`src/rtl/seg7_pkg.sv`:
```
// -----------------------------------------------------------------------------
// seg7_pkg
// Shared constants for the multiplexed seven-segment display path.
//   seg_t      : segment vector a..g, index 0 = a, active-low
//   SEG_BLANK  : all segments dark
//   AN_OFF     : all eight digit enables inactive (active-low anodes)
//   SEG_TABLE  : hex digit -> segment pattern (0-9, A, b, C, d, E, F)
//   hex_seg()  : table lookup helper
// -----------------------------------------------------------------------------
package seg7_pkg;

  typedef logic [0:6] seg_t;

  localparam seg_t       SEG_BLANK = 7'b1111111;
  localparam logic [7:0] AN_OFF    = 8'hFF;

  // Literals are written a..g left to right, which lands a in index 0.
  localparam seg_t SEG_TABLE [16] = '{
    7'b0000001,  // 0
    7'b1001111,  // 1
    7'b0010010,  // 2
    7'b0000110,  // 3
    7'b1001100,  // 4
    7'b0100100,  // 5
    7'b0100000,  // 6
    7'b0001111,  // 7
    7'b0000000,  // 8
    7'b0000100,  // 9
    7'b0001000,  // A
    7'b1100000,  // b
    7'b0110001,  // C
    7'b1000010,  // d
    7'b0110000,  // E
    7'b0111000   // F
  };

  function automatic seg_t hex_seg(input logic [3:0] nibble);
    return SEG_TABLE[nibble];
  endfunction

endpackage

```
`src/rtl/hex_to_7seg.sv`:
```
// -----------------------------------------------------------------------------
// hex_to_7seg
// Combinational hex digit to seven-segment decoder.
//   nibble : in  4  hex digit
//   seg    : out 7  segments a..g (seg[0] = a), active-low
// -----------------------------------------------------------------------------
module hex_to_7seg
  import seg7_pkg::*;
(
  input  logic [3:0] nibble,
  output seg_t       seg
);

  assign seg = hex_seg(nibble);

endmodule

```
`src/rtl/seg7_scan_driver.sv`:
```
// -----------------------------------------------------------------------------
// seg7_scan_driver
// Scans a 4*DIGITS-bit hex value onto a multiplexed common-anode display.
// New data is staged and only committed at a frame boundary so a frame never
// mixes old and new digits. Optional leading-zero blanking and per-digit DPs.
//   CLK100MHZ  : in  1        system clock
//   CPU_RESETN : in  1        asynchronous active-low reset
//   load_i     : in  1        one-cycle strobe, stages data_i/dp_i
//   data_i     : in  4*DIGITS nibble k drives digit k (digit 0 rightmost)
//   dp_i       : in  DIGITS   decimal point per digit, 1 = lit
//   blank_lz_i : in  1        1 = blank leading-zero digits
//   pending_o  : out 1        staged data not yet committed
//   AN         : out DIGITS   digit enables, active-low
//   HEX0       : out [0:6]    segments a..g, active-low
//   DP         : out 1        decimal point, active-low
// -----------------------------------------------------------------------------
module seg7_scan_driver
  import seg7_pkg::*;
#(
  parameter int DIV    = 100_000,  // clock cycles per digit slot, >= 2
  parameter int DIGITS = 8
) (
  input  logic                  CLK100MHZ,
  input  logic                  CPU_RESETN,
  input  logic                  load_i,
  input  logic [4*DIGITS-1:0]   data_i,
  input  logic [DIGITS-1:0]     dp_i,
  input  logic                  blank_lz_i,
  output logic                  pending_o,
  output logic [DIGITS-1:0]     AN,
  output seg_t                  HEX0,
  output logic                  DP
);

  localparam int DATA_W = 4 * DIGITS;
  localparam int CNT_W  = (DIV > 1) ? $clog2(DIV) : 1;
  localparam int IDX_W  = (DIGITS > 1) ? $clog2(DIGITS) : 1;

  localparam logic [CNT_W-1:0]  CNT_LAST = CNT_W'(DIV - 1);
  localparam logic [IDX_W-1:0]  IDX_LAST = IDX_W'(DIGITS - 1);
  localparam logic [DIGITS-1:0] AN_BLANK = {DIGITS{AN_OFF[0]}};

  logic [CNT_W-1:0]  cnt;
  logic [IDX_W-1:0]  idx;
  logic [IDX_W-1:0]  idx_nxt;
  logic              tick;
  logic              frame_end;
  logic              commit;

  logic [DATA_W-1:0] staged_data;
  logic [DIGITS-1:0] staged_dp;
  logic [DATA_W-1:0] shown_data;
  logic [DIGITS-1:0] shown_dp;
  logic [DATA_W-1:0] shown_data_nxt;
  logic [DIGITS-1:0] shown_dp_nxt;

  logic [3:0]        nibble;
  logic              dp_bit;
  logic              lz_blank;
  seg_t              seg;

  // ---------------------------------------------------------------------------
  // Slot timing
  // ---------------------------------------------------------------------------
  assign tick      = (cnt == CNT_LAST);
  assign frame_end = tick && (idx == IDX_LAST);
  assign idx_nxt   = (idx == IDX_LAST) ? '0 : idx + IDX_W'(1);

  // NOTE: sequential state uses non-blocking assignments so every register
  // samples the pre-edge values of its neighbours regardless of block order.
  always_ff @(posedge CLK100MHZ or negedge CPU_RESETN) begin
    if (!CPU_RESETN) begin
      cnt <= '0;
      idx <= IDX_LAST;  // first tick lands on digit 0 and is a frame boundary
    end else if (tick) begin
      cnt <= '0;
      idx <= idx_nxt;
    end else begin
      cnt <= cnt + CNT_W'(1);
    end
  end

  // ---------------------------------------------------------------------------
  // Staging / commit
  // ---------------------------------------------------------------------------
  assign commit         = frame_end && pending_o;
  assign shown_data_nxt = commit ? staged_data : shown_data;
  assign shown_dp_nxt   = commit ? staged_dp   : shown_dp;

  // NOTE: the data registers are reset because the display must show a
  // defined value (all zeros) from the first scanned frame onward.
  always_ff @(posedge CLK100MHZ or negedge CPU_RESETN) begin
    if (!CPU_RESETN) begin
      staged_data <= '0;
      staged_dp   <= '0;
      shown_data  <= '0;
      shown_dp    <= '0;
      pending_o   <= 1'b0;
    end else begin
      if (commit) begin
        shown_data <= staged_data;
        shown_dp   <= staged_dp;
        pending_o  <= 1'b0;
      end
      // Placed after the commit so a load on the boundary cycle keeps
      // pending set; the commit above still takes the old staged value.
      if (load_i) begin
        staged_data <= data_i;
        staged_dp   <= dp_i;
        pending_o   <= 1'b1;
      end
    end
  end

  // ---------------------------------------------------------------------------
  // Digit select and leading-zero detection, evaluated for the slot that the
  // output registers are about to present (next idx, next shown value).
  // ---------------------------------------------------------------------------
  // NOTE: every variable gets a default before the loop so no path leaves it
  // unassigned, which would otherwise infer a latch.
  always_comb begin
    nibble   = '0;
    dp_bit   = 1'b0;
    lz_blank = blank_lz_i && (idx_nxt != '0);
    for (int k = 0; k < DIGITS; k++) begin
      if (idx_nxt == IDX_W'(k)) begin
        nibble = shown_data_nxt[4*k +: 4];
        dp_bit = shown_dp_nxt[k];
      end
      if ((IDX_W'(k) >= idx_nxt) && (shown_data_nxt[4*k +: 4] != 4'h0)) begin
        lz_blank = 1'b0;
      end
    end
  end

  hex_to_7seg u_hex_to_7seg (
    .nibble (nibble),
    .seg    (seg)
  );

  // ---------------------------------------------------------------------------
  // Output registers: updated only on a tick, so they stay blank until the
  // first tick after reset and at most one anode is ever low.
  // ---------------------------------------------------------------------------
  always_ff @(posedge CLK100MHZ or negedge CPU_RESETN) begin
    if (!CPU_RESETN) begin
      AN   <= AN_BLANK;
      HEX0 <= SEG_BLANK;
      DP   <= 1'b1;
    end else if (tick) begin
      if (lz_blank) begin
        AN   <= AN_BLANK;
        HEX0 <= SEG_BLANK;
        DP   <= 1'b1;
      end else begin
        AN   <= ~(DIGITS'(1) << idx_nxt);
        HEX0 <= seg;
        DP   <= ~dp_bit;
      end
    end
  end

endmodule
```
`config.mk`:
```
export PLATFORM = sky130hd
export DESIGN_NAME = seg7_scan_driver
export DESIGN_NICKNAME = d
export VERILOG_FILES = /design/src/rtl/seg7_pkg.sv /design/src/rtl/hex_to_7seg.sv /design/src/rtl/seg7_scan_driver.sv
export SDC_FILE = /design/constraint.sdc
export NUM_CORES = 1
export LEC_CHECK = 0
export CORE_ASPECT_RATIO = 1.1
export CORE_MARGIN = 2
export CORE_UTILIZATION = 61
export CTS_CLUSTER_SIZE = 8
export DETAILED_ROUTE_END_ITERATION = 16
export GPL_TIMING_DRIVEN = 1
export HOLD_SLACK_MARGIN = 0.05
export PLACE_DENSITY = 0.85
export SETUP_SLACK_MARGIN = 0.4
export SLEW_MARGIN = 20
export SYNTH_ARGS = -nofsm -noshare
export SYNTH_HDL_FRONTEND = slang
export SYNTH_SLANG_ARGS = --single-unit
```
`constraint.sdc`:
```
create_clock -name CLK100MHZ -period 8.6 [get_ports CLK100MHZ]
set_input_delay 1.29 -clock CLK100MHZ [delete_from_list [all_inputs] [get_ports CLK100MHZ]]
set_output_delay 1.29 -clock CLK100MHZ [all_outputs]
set_load 0.005 [all_outputs]
```
==> summary.md, run 1 <==
| Metric | Value |
|---|---|
| Gr ovfl total | `0` |
| Leading cell type in the layout, fill and taps excluded | `nand2_1` |
| Worst skew pair latency | `520 ps` |
| Switching portion of total power | `0.2160` |
| Syn Inst Count | `540` |
| Nets@finish | `between 600 and 700` |
| Initial antenna violation count | `0` |
| Crit path kind | `register to register` |
| Critical Path Start | `idx[0]` |
| Crit-path max FO | `40` |
| Drt drc | `0` |
| Vias in the first global route | `between 4,000 and 5,000` |
| CP max stage cell | `dfstp_2` |
| Status | `finished clean` |
| Area delta synth->final | `21.86%` |
| Syn nets | `593` |
| Core Rows | `36` |
| Clk buf depth | `2` |
| Reg-to-reg slack, setup | `roughly 3900 ps` |
| Root Driver | `clkbuf_8` |
| Synth Cell Area | `5637 um^2` |
| Initial Util | `0.6320` |
| Critical Path End Type | `register` |
| Most frequent cells in the layout | `nand2_1 (115), dfrtp_1 (98), clkdlybuf4s50_1 (58)` |
| DP Area | `just over 6000 um^2` |
| Register-to-Register Path Depth | `13` |
| Number of flops mapped to enable cells by yosys | `0` |
| Final clock skew | `~11 ps` |
| Clock sink count | `between 100 and 150` |
| CTS buffer count | `17` |
| Worst-Margin Slew | `around 950 ps` |
| ANT cells | `0` |
| Total wire length | `between 10,000 and 15,000 um` |
| Detailed Place HPWL | `just under 9000 um` |
| Final hold vios | `0` |
| Max Clk Rate | `around 210 MHz` |
| Htree depth | `4` |
| Die area | `10,030 um^2` |
| Drt pass-1 iters | `5` |
| Worst path required time | `9050 ps` |
| FF-to-FF End | `HEX0[1]` |
| Mean post-synth cell area | `10.44 um^2` |
| Critical Path Stages | `13` |
| Pwr per Cell Area | `~200 nW/um^2` |
| Die X | `roughly 96 um` |
| Worst VDD drop | `~0.15 mV` |
| Worst rel slew slack | `0.3651` |
| Maximum number of pins on one net before global-route repair | `~80` |
| Primary FF master, synth | `dfrtp_1` |
| Setup bufs post-CTS | `0` |
| Max-slew violation count | `0` |
| Comb pwr share | `0.041` |
| Yosys reg bits | `117` |
| Layout cells sized above 1 | `0.1937` |
| Setup crit end | `HEX0[1]` |
| Vias per cell | `roughly 6.0` |
| Total number of vias | `around 4,300` |
| Die height | `between 100 and 150 um` |
| Most frequent CP cell | `ha_1` |
| All-layer global routing usage | `0.2856` |
| Top-level port count | `just over 60` |
| Leakage dissipation | `just over 0.003 uW` |
| Port bufs | `60` |
| Post-synthesis sequential area ratio | `0.5236` |
| RSZ-0062 raised after global routing | `false` |
| Clock share of power | `0.536` |
| First-pass GRT wire length | `~22,000 um` |
| Clock-pin slew on the worst setup and hold paths | `approximately 60 ps` |
| Core ar. | `8919 um^2` |
| Hold buffers post-CTS | `0` |
| Final period utilization | `0.5491` |
| Crit path DAT | `roughly 5200 ps` |
| Fill cell count | `around 570` |
| CP bufs+invs | `1` |
| Startpoint types | `register` |
| Crit-path max cell delay | `slightly below 900 ps` |
| Initial DRC count | `about 350` |
| Synth cell types | `58` |
| CP top delay family | `multiplexers` |
| Avg WL per Cell | `between 15 and 20 um` |
| Sequential fraction of design power | `0.423` |
| Synth warn | `0` |
| Design Area, Final | `6869 um^2` |
| Internal | `1087 uW` |
| Psw | `about 300 uW` |
| Post-cts resize count | `0` |
| Setup-failing EPs final | `0` |
| Setup TNS | `0 ps` |
| CP cell instances | `ha_1 > ha_1 > and2_0 > nand2_2 > mux2_2 > mux2_2 > nand2_1 > o21a_1 > inv_1 > ha_1 > mux2_4 > a211o_1 > o21a_1` |
| Async S/R FF share, synth | `1.000` |
| Post-route ant nets | `0` |
| Tmin final | `around 4700 ps` |
| Max Cap Viol | `0` |
| CTS tree | `built` |
| FF-to-FF Start | `idx[0]` |
| Hold WC Path Type | `register to register` |
| Placer Congestion | `between 0.9 and 1` |
==> cell type report <==
type | instances | area, um^2 | area share
clock inverters | 14 | 200.2 | 0.02914
clock buffers | 18 | 427.9 | 0.06230
repair buffers | 62 | 605.6 | 0.08816
well taps | 114 | 142.6 | 0.02077
flip-flops and latches | 117 | 2952 | 0.4297
inverters | 9 | 33.78 | 0.004918
multi-input cells | 384 | 2507 | 0.3650
==> flip-flops by register name (all words and copies together) (netlist names), 3 cells and up <==
| name | flops |
|---|---|
| AN | 8 |
| staged_dp | 8 |
| shown_dp | 8 |
| staged_data | 32 |
| idx | 3 |
| cnt | 17 |
| HEX0 | 7 |
| shown_data | 32 |
==> cell families (layout without fill, tap and decap cells) <==
kind of cell / count (synthesis) / after routing / synth area share
XOR/XNOR: 15 / 15 / 0.02331
adder cells (fa/ha/maj): 9 / 9 / 0.01998
flip-flops: 117 / 117 / 0.5236
AND/OR/NAND/NOR: 224 / 224 / 0.1885
buffers and inverters: 39 / 103 / 0.03152
multiplexers: 65 / 65 / 0.1312
AO/OA/AOI/OAI: 71 / 71 / 0.08191
==> through the flow <==
step	setup slack [ps]	power (uW)	cells	utilization	hold slack (ps)
2_1_floorplan	5213	613.6	540	-	429.1
3_3_place_gp	4218	649.1	685	0.6992	446.8
3_5_place_dp	4009	651.9	685	0.6992	451.6
4_1_cts	3944	1392	717	0.7696	463.1
5_1_grt	3661	1430	718	0.7702	481.4
6_report	3878	1386	718	0.7702	460.0
==> worst min-delay path by stage <==
stage / startpoint / to / slack (ps) / cells past startpoint
after global placement: shown_dp[0] / shown_dp[0] / 450 / 2
after floorplan: shown_dp[6] / shown_dp[6] / 430 / 2
after detailed placement: idx[2] / idx[2] / 450 / 2
after global routing: shown_data[1] / shown_data[1] / 480 / 2
final: shown_dp[7] / shown_dp[7] / 460 / 2
after CTS: idx[2] / idx[2] / 460 / 2
==> metal layers <==
layer | share of wire | up-vias | global-route usage
li1 | - | 1989 | -
met2 | 0.51 | 137 | 0.4545
met3 | 0.044 | 23 | 0.06777
met4 | 0.019 | 0 | 0.1163
met5 | 0 | - | 0
met1 | 0.43 | 2172 | 0.3743
==> Yosys cell counts (9+ instances only) <==
master,count,share of area
nand2_1,115,0.077
dfrtp_1,98,0.44
mux2_2,49,0.098
nor2_1,34,0.023
dfstp_2,19,0.089
a21oi_1,17,0.015
clkbuf_1,15,0.010
o21ai_0,15,0.013
nor4_1,13,0.014
mux2i_1,12,0.021
nand3_1,12,0.011
ha_1,9,0.020
inv_1,9,0.0060
==> power groups by stage <==
stage	clock (uW)	sequential, uW	combinational [uW]
after global placement	0	594	55.2
after global routing	779	588	63.2
after floorplan	0	589	24.9
after detailed placement	0	594	57.8
final	743	586	57.1
after CTS	749	585	58.3
==> worst min-delay path, cell delays in order (launching register included) <==
cell	delay (ps)
dfrtp_1	320
nand2_1	40
nand2_1	60
No activity file was read; power rests on OpenSTA's default activity.
==> run 2, diff against run 1 <==
Settings changed: CORE_UTILIZATION 61 to 51, PLACE_DENSITY 0.85 to 0.76.
Clock period 8.6 ns to 4.1 ns, I/O delays scaled along.
==> summary.md, run 2 (same netlist as run 1, synthesis figures left out) <==
| Metric | Value |
|---|---|
| Status | `finished clean` |
| Avg WL per Cell | `17.40 um (-6.1%)` |
| FF-to-FF End | `HEX0[1]` |
| Most frequent cells in the layout | `nand2_1 (115), dfrtp_1 (98), clkdlybuf4s50_1 (58)` |
| CP max stage cell | `dfstp_2` |
| Top-level port count | `61 (unchanged)` |
| FF-to-FF Start | `idx[0]` |
| Worst VDD drop | `0.2916 mV (+100%)` |
| CP bufs+invs | `2 (+1)` |
| RSZ-0062 raised after global routing | `false` |
| Root Driver | `clkbuf_16` |
| Max-slew violation count | `0 (unchanged)` |
| Critical Path End Type | `register` |
| Layout cells sized above 1 | `0.2085 (+0.01476)` |
| CTS tree | `built` |
| All-layer global routing usage | `0.2344 (-0.05123)` |
| Htree depth | `4 (unchanged)` |
| Core ar. | `10,860 um^2 (+22%)` |
| Clock-pin slew on the worst setup and hold paths | `60 ps (about the same)` |
| Fin worst setup slack | `598.9 ps (-3279 ps)` |
| Final hold vios | `0 (unchanged)` |
| Drt drc | `0 (unchanged)` |
| Nets@finish | `654 (+1.6%)` |
| Top flop regs | `shown_data: 32 flops, staged_data: 32 flops, cnt: 17 flops` |
| Area occupied by multi-input gates | `2515 um^2 (+0.30%)` |
| Gr ovfl total | `0 (unchanged)` |
| Vias per cell | `5.657 (-6.0%)` |
| Clock sink count | `117 (unchanged)` |
| Register-to-Register Path Depth | `14 (+1)` |
| Vias in the first global route | `4,377 (-0.52%)` |
| Power, Total | `3059 uW (+120%)` |
| Port bufs | `60 (unchanged)` |
| Maximum number of pins on one net before global-route repair | `65 (-17%)` |
| Critical Path Start | `idx[0]` |
| Reg-to-reg slack, setup | `600 ps (-3280 ps)` |
| CP cell instances | `ha_1 > ha_2 > buf_4 > nand2b_1 > nor3_1 > a21boi_0 > nand2_1 > o21ai_0 > o21a_1 > inv_1 > ha_1 > mux2_4 > a211o_1 > o21a_1` |
| Initial antenna violation count | `0 (unchanged)` |
| Core Rows | `40 (+11%)` |
| Max Cap Viol | `0 (unchanged)` |
| Worst skew pair latency | `420 ps (-100 ps)` |
| Crit path DAT | `3850 ps (-1320 ps)` |
| Clk buf depth | `2 (unchanged)` |
| Pre-CTS setup slack | `465.1 ps (-3544 ps)` |
| Detailed Place HPWL | `8995 um (+2.2%)` |
| Total wire length | `13,240 um (-0.45%)` |
| Die area | `11,910 um^2 (+19%)` |
| Placer Congestion | `0.9445 (-0.24%)` |
| Initial Util | `0.5190 (-0.1130)` |
| Drt pass-1 iters | `8 (+3)` |
| Area delta synth->final | `25.22%` |
| Startpoint types | `register` |
| Setup TNS | `0 ps (unchanged)` |
| Max Clk Rate | `285.6 MHz (+35%)` |
| Hold WC Path Type | `input port to asynchronous set/reset pin` |
| Final clock skew | `8.476 ps (-2.232 ps)` |
| Fill cell count | `866 (+53%)` |
| Total number of vias | `4,305 (-0.37%)` |
| First-pass GRT wire length | `21,700 um (-0.54%)` |
| Die X | `104.2 um (+9.0%)` |
| Crit-path max FO | `15 (-63%)` |
| Setup-failing EPs final | `0 (unchanged)` |
| Worst rel slew slack | `0.4110 (+0.04585)` |
| Tmin final | `3501 ps (-1221 ps)` |
| Setup bufs post-CTS | `0 (unchanged)` |
| Worst path required time | `4450 ps (-4600 ps)` |
| CTS buffer count | `17 (unchanged)` |
| Crit-path max cell delay | `530 ps (-360 ps)` |
| Reg area | `2952 um^2 (unchanged)` |
| Final period utilization | `0.8539 (+0.3049)` |
| Post-route ant nets | `0 (unchanged)` |
| CP top delay family | `compound AO/OA/AOI/OAI gates` |
| Initial DRC count | `370 (+5.1%)` |
| ANT cells | `0 (unchanged)` |
| Die height | `114.3 um (+9.0%)` |
| Leading cell type in the layout, fill and taps excluded | `nand2_1` |
| Hold slack | `284.0 ps (-176.1 ps)` |
| Worst-Margin Slew | `883.6 ps (-68.78 ps)` |
| Pwr per Cell Area | `433.5 nW/um^2 (+110%)` |
| Crit path kind | `register to register` |
| Leakage dissipation | `0.003168 uW (+3.3%)` |
## run 2: cell types whose count changed in the layout (fill, tap and decap cells not counted), moves of 2 or more
| cell | delta |
|---|---|
| bufinv_16 | +2 |
| inv_6 | -3 |
| buf_4 | +10 |
| clkinvlp_4 | -2 |
## run 2: through the flow
step	util	area (um^2)	cells
after floorplan	-	5637	540
after global placement	0.5849	6352	728
after detailed placement	0.5849	6352	728
after CTS	0.6485	7043	760
after global routing	0.6499	7058	761
final	0.6499	7058	761
## run 2: what timing repair did
item / 4_1_cts / 5_1_grt
hold buffers: 0 / 0
endpoints found under the setup margin: 0 / 5
gates resized for setup: 0 / 2
## run 2: layout make-up
| class | instances | area share |
|---|---|---|
| flip-flops and latches | 117 | 0.4182 |
| clock buffers | 20 | 0.06612 |
| clock inverters | 12 | 0.03173 |
| inverters | 9 | 0.004786 |
| repair buffers | 72 | 0.09679 |
| multi-input cells | 384 | 0.3563 |
| well taps | 147 | 0.02606 |
## run 2: power by group
part / internal, uW / switching [uW]
registers: 1200 / 31.4
clock network: 1190 / 524
logic: 74.0 / 46.0
total: 2460 / 601
## run 2: per-layer routing
layer | vias up | track usage | share of wire
met4 | 0 | 0.09640 | 0.024
met1 | 2138 | 0.2868 | 0.43
met5 | - | 0 | 0
li1 | 2005 | - | -
met2 | 132 | 0.4053 | 0.50
met3 | 30 | 0.05179 | 0.044
## run 2: worst max-delay path by stage
stage / cells past startpoint / slack, ps / endpoint
6_report: 14 / 600 / HEX0[1]
5_1_grt: 13 / 410 / HEX0[1]
4_1_cts: 12 / 430 / HEX0[1]
3_5_place_dp: 12 / 470 / HEX0[1]
3_3_place_gp: 12 / 500 / HEX0[1]
2_1_floorplan: 16 / 710 / HEX0[1]
